**src/rtl/bus_arbiter_pkg.sv**
```systemverilog
// Shared types and helpers for the system bus hold arbiter family.
// The wrap-around search is shared by the bus and interrupt arbiters.
package bus_arbiter_pkg;

    typedef enum logic [2:0] {
        IDLE,
        SYNC,
        ARB,
        AEN,
        GRANT,
        RELEASE
    } arb_state_t;

    localparam int MAX_MASTERS = 8;

    // Index of the first set bit at or above start, wrapping at num; -1 when none.
    function automatic int wrap_search(
        input logic [MAX_MASTERS-1:0] req,
        input int                     start,
        input int                     num
    );
        int sel;
        int idx;
        sel = -1;
        for (int k = MAX_MASTERS - 1; k >= 0; k--) begin
            if (k < num) begin
                idx = (start + k) % num;
                if (req[3'(idx)]) begin
                    sel = idx;
                end
            end
        end
        return sel;
    endfunction

endpackage

```
**src/rtl/bus_priority_encoder.sv**
```systemverilog
// Combinational requester selection: fixed (index 0 first) or rotating
// (search upward from start, wrapping).
module bus_priority_encoder
    import bus_arbiter_pkg::*;
#(
    parameter int  NUM_MASTERS = 4,
    parameter int  ROTATING    = 1,
    localparam int OWNER_W     = $clog2(NUM_MASTERS)
) (
    input  logic [NUM_MASTERS-1:0] request,
    input  logic [OWNER_W-1:0]     start,
    output logic                   found,
    output logic [OWNER_W-1:0]     index
);

    logic [MAX_MASTERS-1:0] req_ext;
    int                     sel;

    // NOTE: every always_comb output gets a default first so no path can infer a latch.
    always_comb begin
        req_ext                    = '0;
        req_ext[NUM_MASTERS-1:0]   = request;
        sel   = wrap_search(req_ext, (ROTATING != 0) ? int'(start) : 0, NUM_MASTERS);
        found = (sel >= 0);
        index = OWNER_W'(sel);
    end

endmodule

```
**src/rtl/bus_hold_arbiter.sv**
```systemverilog
// N-master hold arbiter for the 8088 system bus; hold handshakes are paced
// by cpu_clock edges sampled in the clock domain.
module bus_hold_arbiter
    import bus_arbiter_pkg::*;
#(
    parameter int  NUM_MASTERS       = 4,
    parameter int  ROTATING_PRIORITY = 1,
    parameter int  MAX_BURST         = 0,
    localparam int OWNER_W           = $clog2(NUM_MASTERS)
) (
    input  logic                   clock,
    input  logic                   reset_n,
    input  logic                   cpu_clock,
    input  logic [2:0]             processor_status,
    input  logic                   processor_lock_n,
    input  logic [NUM_MASTERS-1:0] request,
    output logic [NUM_MASTERS-1:0] grant,
    output logic                   owner_valid,
    output logic [OWNER_W-1:0]     owner_index,
    output logic                   address_enable_n,
    output logic                   dma_wait_n,
    output logic                   release_pulse
);

    localparam int BURST_W = (MAX_BURST > 1) ? $clog2(MAX_BURST + 1) : 1;

    arb_state_t             state, state_d;
    logic                   prev_cpu_clock;
    logic [OWNER_W-1:0]     winner, winner_d;
    logic [OWNER_W-1:0]     rr_pointer, rr_pointer_d;
    logic [BURST_W-1:0]     burst_count, burst_count_d;
    logic [NUM_MASTERS-1:0] grant_d;
    logic                   owner_valid_d;
    logic [OWNER_W-1:0]     owner_index_d;
    logic                   address_enable_n_d;
    logic                   dma_wait_n_d;
    logic                   release_pulse_d;

    logic                   cpu_pos, cpu_neg;
    logic                   pe_found;
    logic [OWNER_W-1:0]     pe_index;
    logic [NUM_MASTERS-1:0] winner_mask;
    logic                   winner_req, others_req, burst_expired, go_release;
    logic                   unused_ok;

    // Only S1/S0 decide passive T4; S2 is carried for the full status bus.
    assign unused_ok = processor_status[2];

    assign cpu_pos = cpu_clock & ~prev_cpu_clock;
    assign cpu_neg = ~cpu_clock & prev_cpu_clock;

    assign winner_mask   = NUM_MASTERS'(1) << winner;
    assign winner_req    = |(request & winner_mask);
    assign others_req    = |(request & ~winner_mask);
    assign burst_expired = (MAX_BURST != 0) && (int'(burst_count) == MAX_BURST - 1) && others_req;

    bus_priority_encoder #(
        .NUM_MASTERS (NUM_MASTERS),
        .ROTATING    (ROTATING_PRIORITY)
    ) u_priority (
        .request (request),
        .start   (rr_pointer),
        .found   (pe_found),
        .index   (pe_index)
    );

    always_comb begin
        state_d            = state;
        winner_d           = winner;
        rr_pointer_d       = rr_pointer;
        burst_count_d      = burst_count;
        grant_d            = grant;
        owner_valid_d      = owner_valid;
        owner_index_d      = owner_index;
        address_enable_n_d = address_enable_n;
        dma_wait_n_d       = dma_wait_n;
        release_pulse_d    = 1'b0;
        go_release         = 1'b0;

        case (state)
            IDLE: begin
                if (cpu_pos && processor_status[1:0] == 2'b11 && processor_lock_n && |request) begin
                    state_d = SYNC;
                end
            end
            SYNC: begin
                if (cpu_neg) begin
                    if (pe_found) begin
                        state_d  = ARB;
                        winner_d = pe_index;
                    end else begin
                        state_d = IDLE;
                    end
                end
            end
            ARB: begin
                // CPU drivers are released even if the winner withdraws here.
                if (cpu_pos) begin
                    address_enable_n_d = 1'b1;
                    if (winner_req) begin
                        state_d = AEN;
                    end else begin
                        go_release = 1'b1;
                    end
                end
            end
            AEN: begin
                if (cpu_pos) begin
                    if (winner_req) begin
                        state_d       = GRANT;
                        grant_d       = winner_mask;
                        owner_valid_d = 1'b1;
                        owner_index_d = winner;
                        dma_wait_n_d  = 1'b0;
                        burst_count_d = '0;
                    end else begin
                        go_release = 1'b1;
                    end
                end
            end
            GRANT: begin
                if (cpu_pos) begin
                    if (!winner_req || burst_expired) begin
                        go_release = 1'b1;
                    end else if (burst_count != '1) begin
                        burst_count_d = burst_count + BURST_W'(1);
                    end
                end
            end
            RELEASE: begin
                if (cpu_pos) begin
                    state_d            = IDLE;
                    address_enable_n_d = 1'b0;
                end
            end
            default: state_d = IDLE;
        endcase

        if (go_release) begin
            state_d         = RELEASE;
            grant_d         = '0;
            owner_valid_d   = 1'b0;
            dma_wait_n_d    = 1'b1;
            release_pulse_d = 1'b1;
            rr_pointer_d    = OWNER_W'((int'(winner) + 1) % NUM_MASTERS);
        end
    end

    // NOTE: sequential state uses non-blocking assignments so every flop samples pre-edge values.
    always_ff @(posedge clock or negedge reset_n) begin
        if (!reset_n) begin
            state            <= IDLE;
            prev_cpu_clock   <= 1'b0;
            winner           <= '0;
            rr_pointer       <= '0;
            burst_count      <= '0;
            grant            <= '0;
            owner_valid      <= 1'b0;
            owner_index      <= '0;
            address_enable_n <= 1'b0;
            dma_wait_n       <= 1'b1;
            release_pulse    <= 1'b0;
        end else begin
            state            <= state_d;
            prev_cpu_clock   <= cpu_clock;
            winner           <= winner_d;
            rr_pointer       <= rr_pointer_d;
            burst_count      <= burst_count_d;
            grant            <= grant_d;
            owner_valid      <= owner_valid_d;
            owner_index      <= owner_index_d;
            address_enable_n <= address_enable_n_d;
            dma_wait_n       <= dma_wait_n_d;
            release_pulse    <= release_pulse_d;
        end
    end

endmodule

```
**config.mk**
```make
export PLATFORM = sky130hd
export DESIGN_NAME = bus_hold_arbiter
export DESIGN_NICKNAME = d
export VERILOG_FILES = /design/src/rtl/bus_arbiter_pkg.sv /design/src/rtl/bus_priority_encoder.sv /design/src/rtl/bus_hold_arbiter.sv
export SDC_FILE = /design/constraint.sdc
export NUM_CORES = 1
export LEC_CHECK = 0
export ABC_CLOCK_PERIOD_IN_PS = 4800
export CORE_MARGIN = 5
export CORE_UTILIZATION = 53
export DETAILED_ROUTE_END_ITERATION = 10
export PLACE_DENSITY = 0.8
export SLEW_MARGIN = 40
export SYNTH_ARGS = -nofsm -noshare
export SYNTH_HDL_FRONTEND = slang
export SYNTH_HIERARCHICAL = 1
export SYNTH_SLANG_ARGS = --single-unit
```
**constraint.sdc**
```tcl
create_clock -name clock -period 4.8 [get_ports clock]
set_clock_uncertainty 0.1 [all_clocks]
set_input_delay 0.96 -clock clock [delete_from_list [all_inputs] [get_ports clock]]
set_output_delay 0.96 -clock clock [all_outputs]
set_load 0.02 [all_outputs]
```
## Word-level counts from Yosys, hierarchy flattened

Index checks and enable logic that the tools add are counted.

| storage, ports and cells | value |
|---|---|
| register bits | 18 |
| bits in latches | 0 |
| RAM bits | 0 |
| memory bits (read-only) | 0 |
| bits of input ports | 11 |
| output and inout port bits | 10 |
| word-level logic and storage cells | 107 |
| memories kept | 0 |

| cells by class | value |
|---|---|
| add/subtract/negate cells | 4 |
| $mul | 0 |
| divide/modulo/power cells | 0 |
| magnitude comparators | 5 |
| equal/unequal tests | 16 |
| shift operators | 1 |
| mux-type cells | 44 |
| bitwise logic cells | 8 |
| reduce and logical (&&, ||, !) cells | 19 |

Operators with widths:

| cell | count |
|---|---|
| $mux W32 | 4 |
| $ge A32 B1 Y1 const B | 1 |
| $mux W3 | 8 |
| $mux W1 | 21 |
| $ne A3 B3 Y1 const B | 7 |
| $pmux W3 S6 | 1 |
| $mux W4 | 4 |
| $lt A3 B5 Y1 const B | 3 |
| $reduce_and A3 Y1 | 4 |
| $bmux W1 S3 | 3 |
| $reduce_and A8 Y1 | 1 |
| $reduce_bool A2 Y1 | 4 |
| $reduce_or A4 Y1 | 2 |
| $eq A3 B2 Y1 const B | 2 |
| $eq A3 B3 Y1 const B | 2 |
| $ne A2 B2 Y1 const B | 3 |
| $reduce_or A2 Y1 | 3 |
| $add A2 B1 Y2 const B | 2 |
| $add A2 B2 Y2 const B | 2 |
| $and A4 B4 Y4 | 1 |
| $lt A2 B4 Y1 const B | 1 |
| $shl A1 B2 Y4 const A | 1 |
| $and A1 B1 Y1 const A | 3 |
| $eq A3 B1 Y1 const B | 1 |
| other kinds (9) | 13 |

## Logic depth before layout (Yosys ltp)

Gate-level depths: netlist (run 1).

| depth | value |
|---|---|
| depth in word-level cells | 15 |
| depth in mapped cells | 7 |
| gate-level depth less buffers | 7 |

## Modules after synthesis

The synthesis (run 1) kept the hierarchy.

Modules (own cells, without submodules):

| module | instances | cells an instance | area an instance (um2) | seq. area each (um2) |
|---|---|---|---|---|
| bus_hold_arbiter | 1 | 84 | 940.9 | 451.7 |
| bus_priority_encoder | 1 | 13 | 82.6 | 0.0 |

## Least setup slack after synthesis (run 1)

No wires, ideal clock.

| timing | value |
|---|---|
| path kind | input -> register |
| from | in cpu_clock |
| to | reg grant[0] |
| setup time | 0.121 ns |
| data arrival time | 2.031 ns |
| data required time | 4.579 ns |
| path slack | 2.548 ns |
| stages on the path | 5 |
| buffers on the path | 0 |
| cell sequence | nand2b_1 > or4_4 > o2111ai_2 > o211ai_2 > a22o_1 |

| on the way | value |
|---|---|
| cells in the longest elaborated chain, start to end | 5 |
| elaborated cells between the ends (all ways) | 8 |
| classes of those cells | mux (3); bitwise (1); reduce/logical (4) |

RTL lines:

| what | line | source |
|---|---|---|
| start: declaration | bus_hold_arbiter.sv:13 | `input logic cpu_clock,` |
| $and A1 B1 Y1 (*) | bus_hold_arbiter.sv:49 | `assign cpu_pos = cpu_clock & ~prev_cpu_clock;` |
| $mux W1 | bus_hold_arbiter.sv:108 | `if (cpu_pos) begin` |
| $mux W1 | n/a |  |
| $reduce_bool A2 Y1 (no source line) | n/a |  |
| $reduce_and A3 Y1 (no source line) | n/a |  |
| end signal: assignment | bus_hold_arbiter.sv:169 | `grant <= grant_d;` |
| end: declaration | bus_hold_arbiter.sv:17 | `output logic [NUM_MASTERS-1:0] grant,` |

Mark *: on every way between the ends. The rest lies on a longest branch, timed or not.
A chain may end at the register's enable or synchronous reset.

## Worst setup path after layout (run 1)

| timing | value |
|---|---|
| from | in cpu_clock |
| to | reg grant[1] |

Same word-level chain as after synthesis.

==> results of run 1 <==
==> cell usage in the layout (no fill, tap or decap), drive strengths merged, types with 2 or more instances in the layout <==
cell / netlist / layout
a21o: 2 / 2
a21oi: 7 / 7
a22o: 5 / 5
a22oi: 2 / 2
a32oi: 2 / 2
clkbuf: 0 / 4
clkdlybuf4s50: 0 / 18
dfrtp: 17 / 17
ha: 4 / 4
inv: 6 / 6
mux2: 6 / 6
nand2: 4 / 4
nand2b: 4 / 4
nand3: 2 / 2
nor2: 6 / 6
o21ai: 8 / 8
or2b: 2 / 2
or4: 2 / 2
==> cell families after synthesis <==
kind of cell	share of synthesized area, %
AOI/OAI and AO/OA	21.0
and+or+nand+nor	17.4
buffers and inverters	4.28
muxes	8.31
DFF	44.1
adders and majority gates	4.89
==> worst min-delay path, stage by stage (launching register included) <==
cell and delay [ns]:
dfstp_2 0.38, inv_1 0.04, a21oi_1 0.05
==> how the worst min path moves through the flow <==
| stage | start | to | depth (start not counted) |
|---|---|---|---|
| CTS | dma_wait_n$_DFFE_PN1P_ | dma_wait_n$_DFFE_PN1P_ | 2 |
| detailed placement | dma_wait_n$_DFFE_PN1P_ | dma_wait_n$_DFFE_PN1P_ | 2 |
| global placement | dma_wait_n$_DFFE_PN1P_ | dma_wait_n$_DFFE_PN1P_ | 2 |
| global route | dma_wait_n$_DFFE_PN1P_ | dma_wait_n$_DFFE_PN1P_ | 2 |
| finish | dma_wait_n$_DFFE_PN1P_ | dma_wait_n$_DFFE_PN1P_ | 2 |
| floorplan | rr_pointer[0]$_DFFE_PN0P_ | rr_pointer[0]$_DFFE_PN0P_ | 2 |
==> cell usage after synthesis (2+ instances only) <==
library cell	instances	share of area, %
a22oi_1	2	1.5
nand3_1	2	0.98
inv_1	6	2.2
buf_2	2	0.98
mux2_4	2	2.9
a21o_1	2	1.5
nand2b_1	3	1.8
o21ai_0	7	3.4
a32oi_1	2	1.7
nand2_1	4	1.5
a22o_1	5	4.3
dfrtp_1	17	42
nor2_1	6	2.2
or2b_1	2	1.5
mux2_2	4	4.4
a21oi_1	7	3.4
ha_1	4	4.9
==> power groups by stage <==
stage          logic (uW)  clock network (uW)  registers, uW
2_1_floorplan         173                   0            232
3_3_place_gp          217                   0            242
3_5_place_dp          227                   0            245
4_1_cts               228                80.8            242
5_1_grt               253                87.0            250
6_report              226                77.4            243
==> cell type report <==
type | instances | area [um2]
clock buffers | 4 | 26.3
fillers | 141 | 538
inverters | 6 | 22.5
multi-input cells | 70 | 528
flip-flops and latches | 18 | 452
well taps | 25 | 31.3
repair buffers | 19 | 185
==> through the flow <==
step | std cells | utilization [%]
finish | 142 | 69.8
global route | 142 | 69.8
CTS | 142 | 70.1
detailed placement | 138 | 68.6
global placement | 138 | 68.6
floorplan | 97 | -
==> sequential cells by signal, indices dropped and copies added, names as in the netlist <==
signal            count
dma_wait_n            1
owner_index           2
release_pulse         1
prev_cpu_clock        1
rr_pointer            2
state                 3
winner                2
address_enable_n      1
owner_valid           1
grant                 4
==> layer usage <==
| layer | vias up | share of wire, % | track usage (%) |
|---|---|---|---|
| li1 | 392 | - | - |
| met1 | 373 | 44 | 22.6 |
| met2 | 32 | 47 | 26.6 |
| met3 | 5 | 7.3 | 3.60 |
| met4 | 0 | 1.5 | 7.23 |
| met5 | - | 0 | 0 |
==> flow_metrics.tcl, run 1 <==
set metrics [dict create \
    path_class "primary input to register" \
    drtIter0Drc 11 \
    timing.rr.start "winner[0]$_DFFE_PN0P_" \
    worstReg2RegEnd "rr_pointer[1]$_DFFE_PN0P_" \
    cts.repair.resized 0 \
    crit_family "simple AND/OR/NAND/NOR gates" \
    cts_root_buf "clkbuf_4" \
    grt_pass1_wl_mm 3.59 \
    drt-pass1-iter-count 4 \
    relSlewSlack_pct 73.8 \
    die_h_um 53.9 \
    dpl.hpwl_mm 1.55 \
    path_clk_slew_ns 0.09 \
    postCtsHoldBufs 0 \
    synth_ff_type "dfrtp_1" \
    ys_warn_count 6 \
    p_total_uw 546 \
    avgSynthCellArea_um2 10.6 \
    clk_path_buf_depth 2 \
    grt_pass1_vias 801 \
    crit_end "grant[1]$_DFFE_PN0P_" \
    antenna_cells 0 \
    drt_wl_total_mm 2.02 \
    vdd_ir_drop_max_mv 0.247 \
    startpoint_type "primary input" \
    cts_tree "yes" \
    synthToLayoutAreaGrowth_pct 21.6 \
    cap_violations 0 \
    final_nets 133 \
    synth_seq_cells 18 \
    synth_edf_count 0 \
    status "completed" \
    max_stage_delay_ns 0.58 \
    p_clk_share_pct 14.2 \
    switchingPower_uw 208 \
    start_util_pct 57.4 \
    grt.total_usage_pct 17.0 \
    rows 15 \
    clk-insertion-delay-late_ns 0.29 \
    power_frac_seq_pct 44.5 \
    required_ns 4.88 \
    h-tree-depth 1 \
    numCtsBuffers 3 \
    hold_viol 0 \
    die-area_um2 2910 \
    numPortBuffers 19 \
    place_congestion 0.794 \
    internal-power_uw 338 \
    cp-startpoint "cpu_clock" \
    syn_inst 97 \
    syn-num-nets 112 \
    p_comb_share_pct 41.4 \
    setup_viol 0 \
    vias 802 \
    synth.cell_area_um2 1020 \
    fmax_mhz 382 \
    rsz0062_at_grt "false" \
    worst_slew_pin_slew_ns 0.390 \
    ys_seq_area_share_pct 44.1 \
    ys_async_sr_fraction_pct 100 \
    ant_nets 0 \
    path_depth 6 \
    cp.arrival_ns 2.70 \
    slowest_stage "or4_4" \
    overflow 0 \
    wl_per_cell_um 14.2 \
    antenna_found_initial 0 \
    finalSetupTns_ns 0 \
    synth_cell_type_count 37 \
    die_x_um 53.9 \
    whs_ns 0.363 \
    grt_max_degree 19 \
    fin_area_um2 1240 \
    power_leakage_uw 0.000581 \
    worst-r2r-setup-slack_ns 2.75 \
    post_cts_buffers 0 \
    cp_max_fo 7 \
    drive_above_1_share_pct 14.5 \
    swShare_pct 38.1 \
    crit_chain "clkdlybuf4s50_1 > nand2b_1 > or4_4 > o2111ai_2 > o211ai_2 > a22o_1" \
    core_um2 1780 \
    end_kind "register" \
    drc 0 \
    pre_cts_ws_ns 1.87 \
    fin_ws_ns 2.18 \
    io_pins 21 \
    p_per_area_nw_per_um2 439 \
    numClockSinks 18 \
    slew_violations 0 \
    place_area_um2 1220 \
    rr_worst_depth 6 \
    cp.buffers_inverters 1 \
    post-route-period-util_pct 54.6 \
    hp-class "register to register" \
    period_needed_ns 2.62 \
    viasPerCell 5.65 \
]
(Power assumes the default switching activity.)
==> inputs of run 2 (changes only) <==
--- a/config.mk
+++ b/config.mk
@@ -5,11 +5,11 @@
 export SDC_FILE = /design/constraint.sdc
 export NUM_CORES = 1
 export LEC_CHECK = 0
-export ABC_CLOCK_PERIOD_IN_PS = 4800
+export ABC_CLOCK_PERIOD_IN_PS = 2600
 export CORE_MARGIN = 5
-export CORE_UTILIZATION = 53
+export CORE_UTILIZATION = 49
 export DETAILED_ROUTE_END_ITERATION = 10
-export PLACE_DENSITY = 0.8
+export PLACE_DENSITY = 0.75
 export SLEW_MARGIN = 40
 export SYNTH_ARGS = -nofsm -noshare
 export SYNTH_HDL_FRONTEND = slang
==> constraint.sdc (replaced) <==
create_clock -name clock -period 2.6 [get_ports clock]
set_clock_uncertainty 0.1 [all_clocks]
set_input_delay 0.52 -clock clock [delete_from_list [all_inputs] [get_ports clock]]
set_output_delay 0.52 -clock clock [all_outputs]
set_load 0.02 [all_outputs]
==> run 2 against run 1 <==
Against the previous run:
- routed wire length decreased by 1.7%
- design area up 2.6%
- critical path type unchanged
- total power is 90% higher
- critical path depth is the same
- clock power increased by 120%
- largest cell class unchanged
- hold slack gained 0.0030 ns
- final cell count up 2.8%
- via count up 2.2%
- setup slack got worse by 1.6 ns
==> flow_metrics.tcl, run 2 (synthesis gave the netlist of run 1 again) <==
set metrics [dict create \
    drt-pass1-iter-count 5 \
    fin_area_um2 1280 \
    numClockSinks 18 \
    drive_above_1_share_pct 16.0 \
    finalSetupTns_ns 0 \
    rows 16 \
    io_pins 21 \
    drt_wl_total_mm 1.99 \
    grt_pass1_vias 850 \
    cts_root_buf "clkbuf_4" \
    startpoint_type "primary input" \
    status "completed" \
    post_cts_buffers 0 \
    cp_max_fo 4 \
    postCtsHoldBufs 0 \
    slew_violations 0 \
    hold_viol 0 \
    reg_top3 "grant (4), state (3)" \
    final_common_cell "clkdlybuf4s50_1" \
    period_needed_ns 2.05 \
    core_um2 1980 \
    die-area_um2 3100 \
    power_leakage_uw 0.000596 \
    die_x_um 55.7 \
    p_clk_share_pct 16.6 \
    grt_pass1_wl_mm 3.61 \
    antenna_found_initial 0 \
    p_comb_share_pct 40.4 \
    path_class "primary input to register" \
    largest-register "grant" \
    cts_tree "yes" \
    clk-insertion-delay-late_ns 0.29 \
    synthToLayoutAreaGrowth_pct 24.8 \
    ant_nets 0 \
    cp.arrival_ns 2.14 \
    start_util_pct 51.6 \
    dpl.hpwl_mm 1.52 \
    post-route-period-util_pct 78.7 \
    viasPerCell 5.62 \
    mostFrequentLayoutCells "19 x clkdlybuf4s50_1, 17 x dfrtp_1, 7 x o21ai_0, 7 x a21oi_1" \
    largest_reg_flops 4 \
    cap_violations 0 \
    end_kind "register" \
    die_h_um 55.7 \
    antenna_cells 0 \
    grt.total_usage_pct 14.2 \
    grt_max_degree 19 \
    drc 0 \
    required_ns 2.69 \
    overflow 0 \
    path_clk_slew_ns 0.11 \
    clk_path_buf_depth 2 \
    setup_viol 0 \
    drtIter0Drc 17 \
    numPortBuffers 19 \
    vias 820 \
    wl_per_cell_um 13.6 \
    swShare_pct 37.1 \
    h-tree-depth 1 \
    place_area_um2 1240 \
    fmax_mhz 489 \
    worst_slew_pin_slew_ns 0.386 \
    numCtsBuffers 3 \
    relSlewSlack_pct 74.0 \
    final_nets 135 \
    vdd_ir_drop_max_mv 0.564 \
    power_frac_seq_pct 43.0 \
    cts.repair.resized 0 \
    place_congestion 0.840 \
    hp-class "register to register" \
    internal-power_uw 653 \
    p_per_area_nw_per_um2 813 \
    switchingPower_uw 386 \
    rsz0062_at_grt "false" \
]
run 2: cell count changes in the layout (fill, tap and decap cells not counted):
| cell | delta |
|---|---|
| buf_2 | -1 |
| clkbuf_8 | +1 |
| buf_4 | +2 |
| clkdlybuf4s50_1 | +1 |
| clkbuf_1 | -1 |
run 2: power by group through the flow:
| stage | Clock (uW) | Combinational, uW | Sequential, uW |
|---|---|---|---|
| 6_report | 172 | 420 | 447 |
| 5_1_grt | 185 | 467 | 462 |
| 4_1_cts | 176 | 418 | 446 |
| 3_5_place_dp | 0 | 418 | 452 |
| 3_3_place_gp | 0 | 402 | 448 |
| 2_1_floorplan | 0 | 319 | 428 |
run 2: routing by layer:
metal | track usage (%) | up-vias | wire length (um)
met1 | 19.2 | 381 | 956
met4 | 6.25 | 0 | 16
met3 | 3.25 | 2 | 138
met5 | 0 | - | 0
met2 | 21.6 | 36 | 877
li1 | - | 401 | -
run 2: worst paths after layout:
check	startpoint	to	slack (ns)	cells past startpoint
max in group asynchronous	reset_n	dma_wait_n$_DFFE_PN1P_	1.70	2
worst max-delay path	cpu_clock	grant[2]$_DFFE_PN0P_	0.55	6
worst min register to register	dma_wait_n$_DFFE_PN1P_	dma_wait_n$_DFFE_PN1P_	0.37	2
worst min-delay path	dma_wait_n$_DFFE_PN1P_	dma_wait_n$_DFFE_PN1P_	0.37	2
min in group asynchronous	reset_n	grant[0]$_DFFE_PN0P_	0.44	2
worst max register to register	winner[0]$_DFFE_PN0P_	rr_pointer[1]$_DFFE_PN0P_	0.60	6
run 2: final cells by class:
class / instances / area (um2)
Timing Repair Buffer: 21 / 205
Tap cell: 27 / 33.8
Inverter: 6 / 22.5
Multi-Input combinational cell: 70 / 528
Fill cell: 166 / 704
Sequential cell: 18 / 452
Clock buffer: 4 / 36.3
run 2: worst max-delay path: stages:
cell and delay [ns]:
clkdlybuf4s50_1 0.52, nand2b_1 0.09, or4_4 0.54, o2111ai_2 0.12, o211ai_2 0.15, a22o_1 0.20
run 2: metrics by stage:
| step | instances | util [%] | setup WS [ns] | hold WS [ns] | power, uW |
|---|---|---|---|---|---|
| 6_report | 146 | 64.5 | 0.553 | 0.366 | 1040 |
| 3_5_place_dp | 142 | 62.6 | 0.225 | 0.353 | 869 |
| 2_1_floorplan | 97 | - | 0.782 | 0.124 | 747 |
| 3_3_place_gp | 142 | 62.6 | 0.241 | 0.350 | 850 |
| 5_1_grt | 146 | 64.5 | 0.414 | 0.403 | 1110 |
| 4_1_cts | 146 | 64.5 | 0.552 | 0.369 | 1040 |
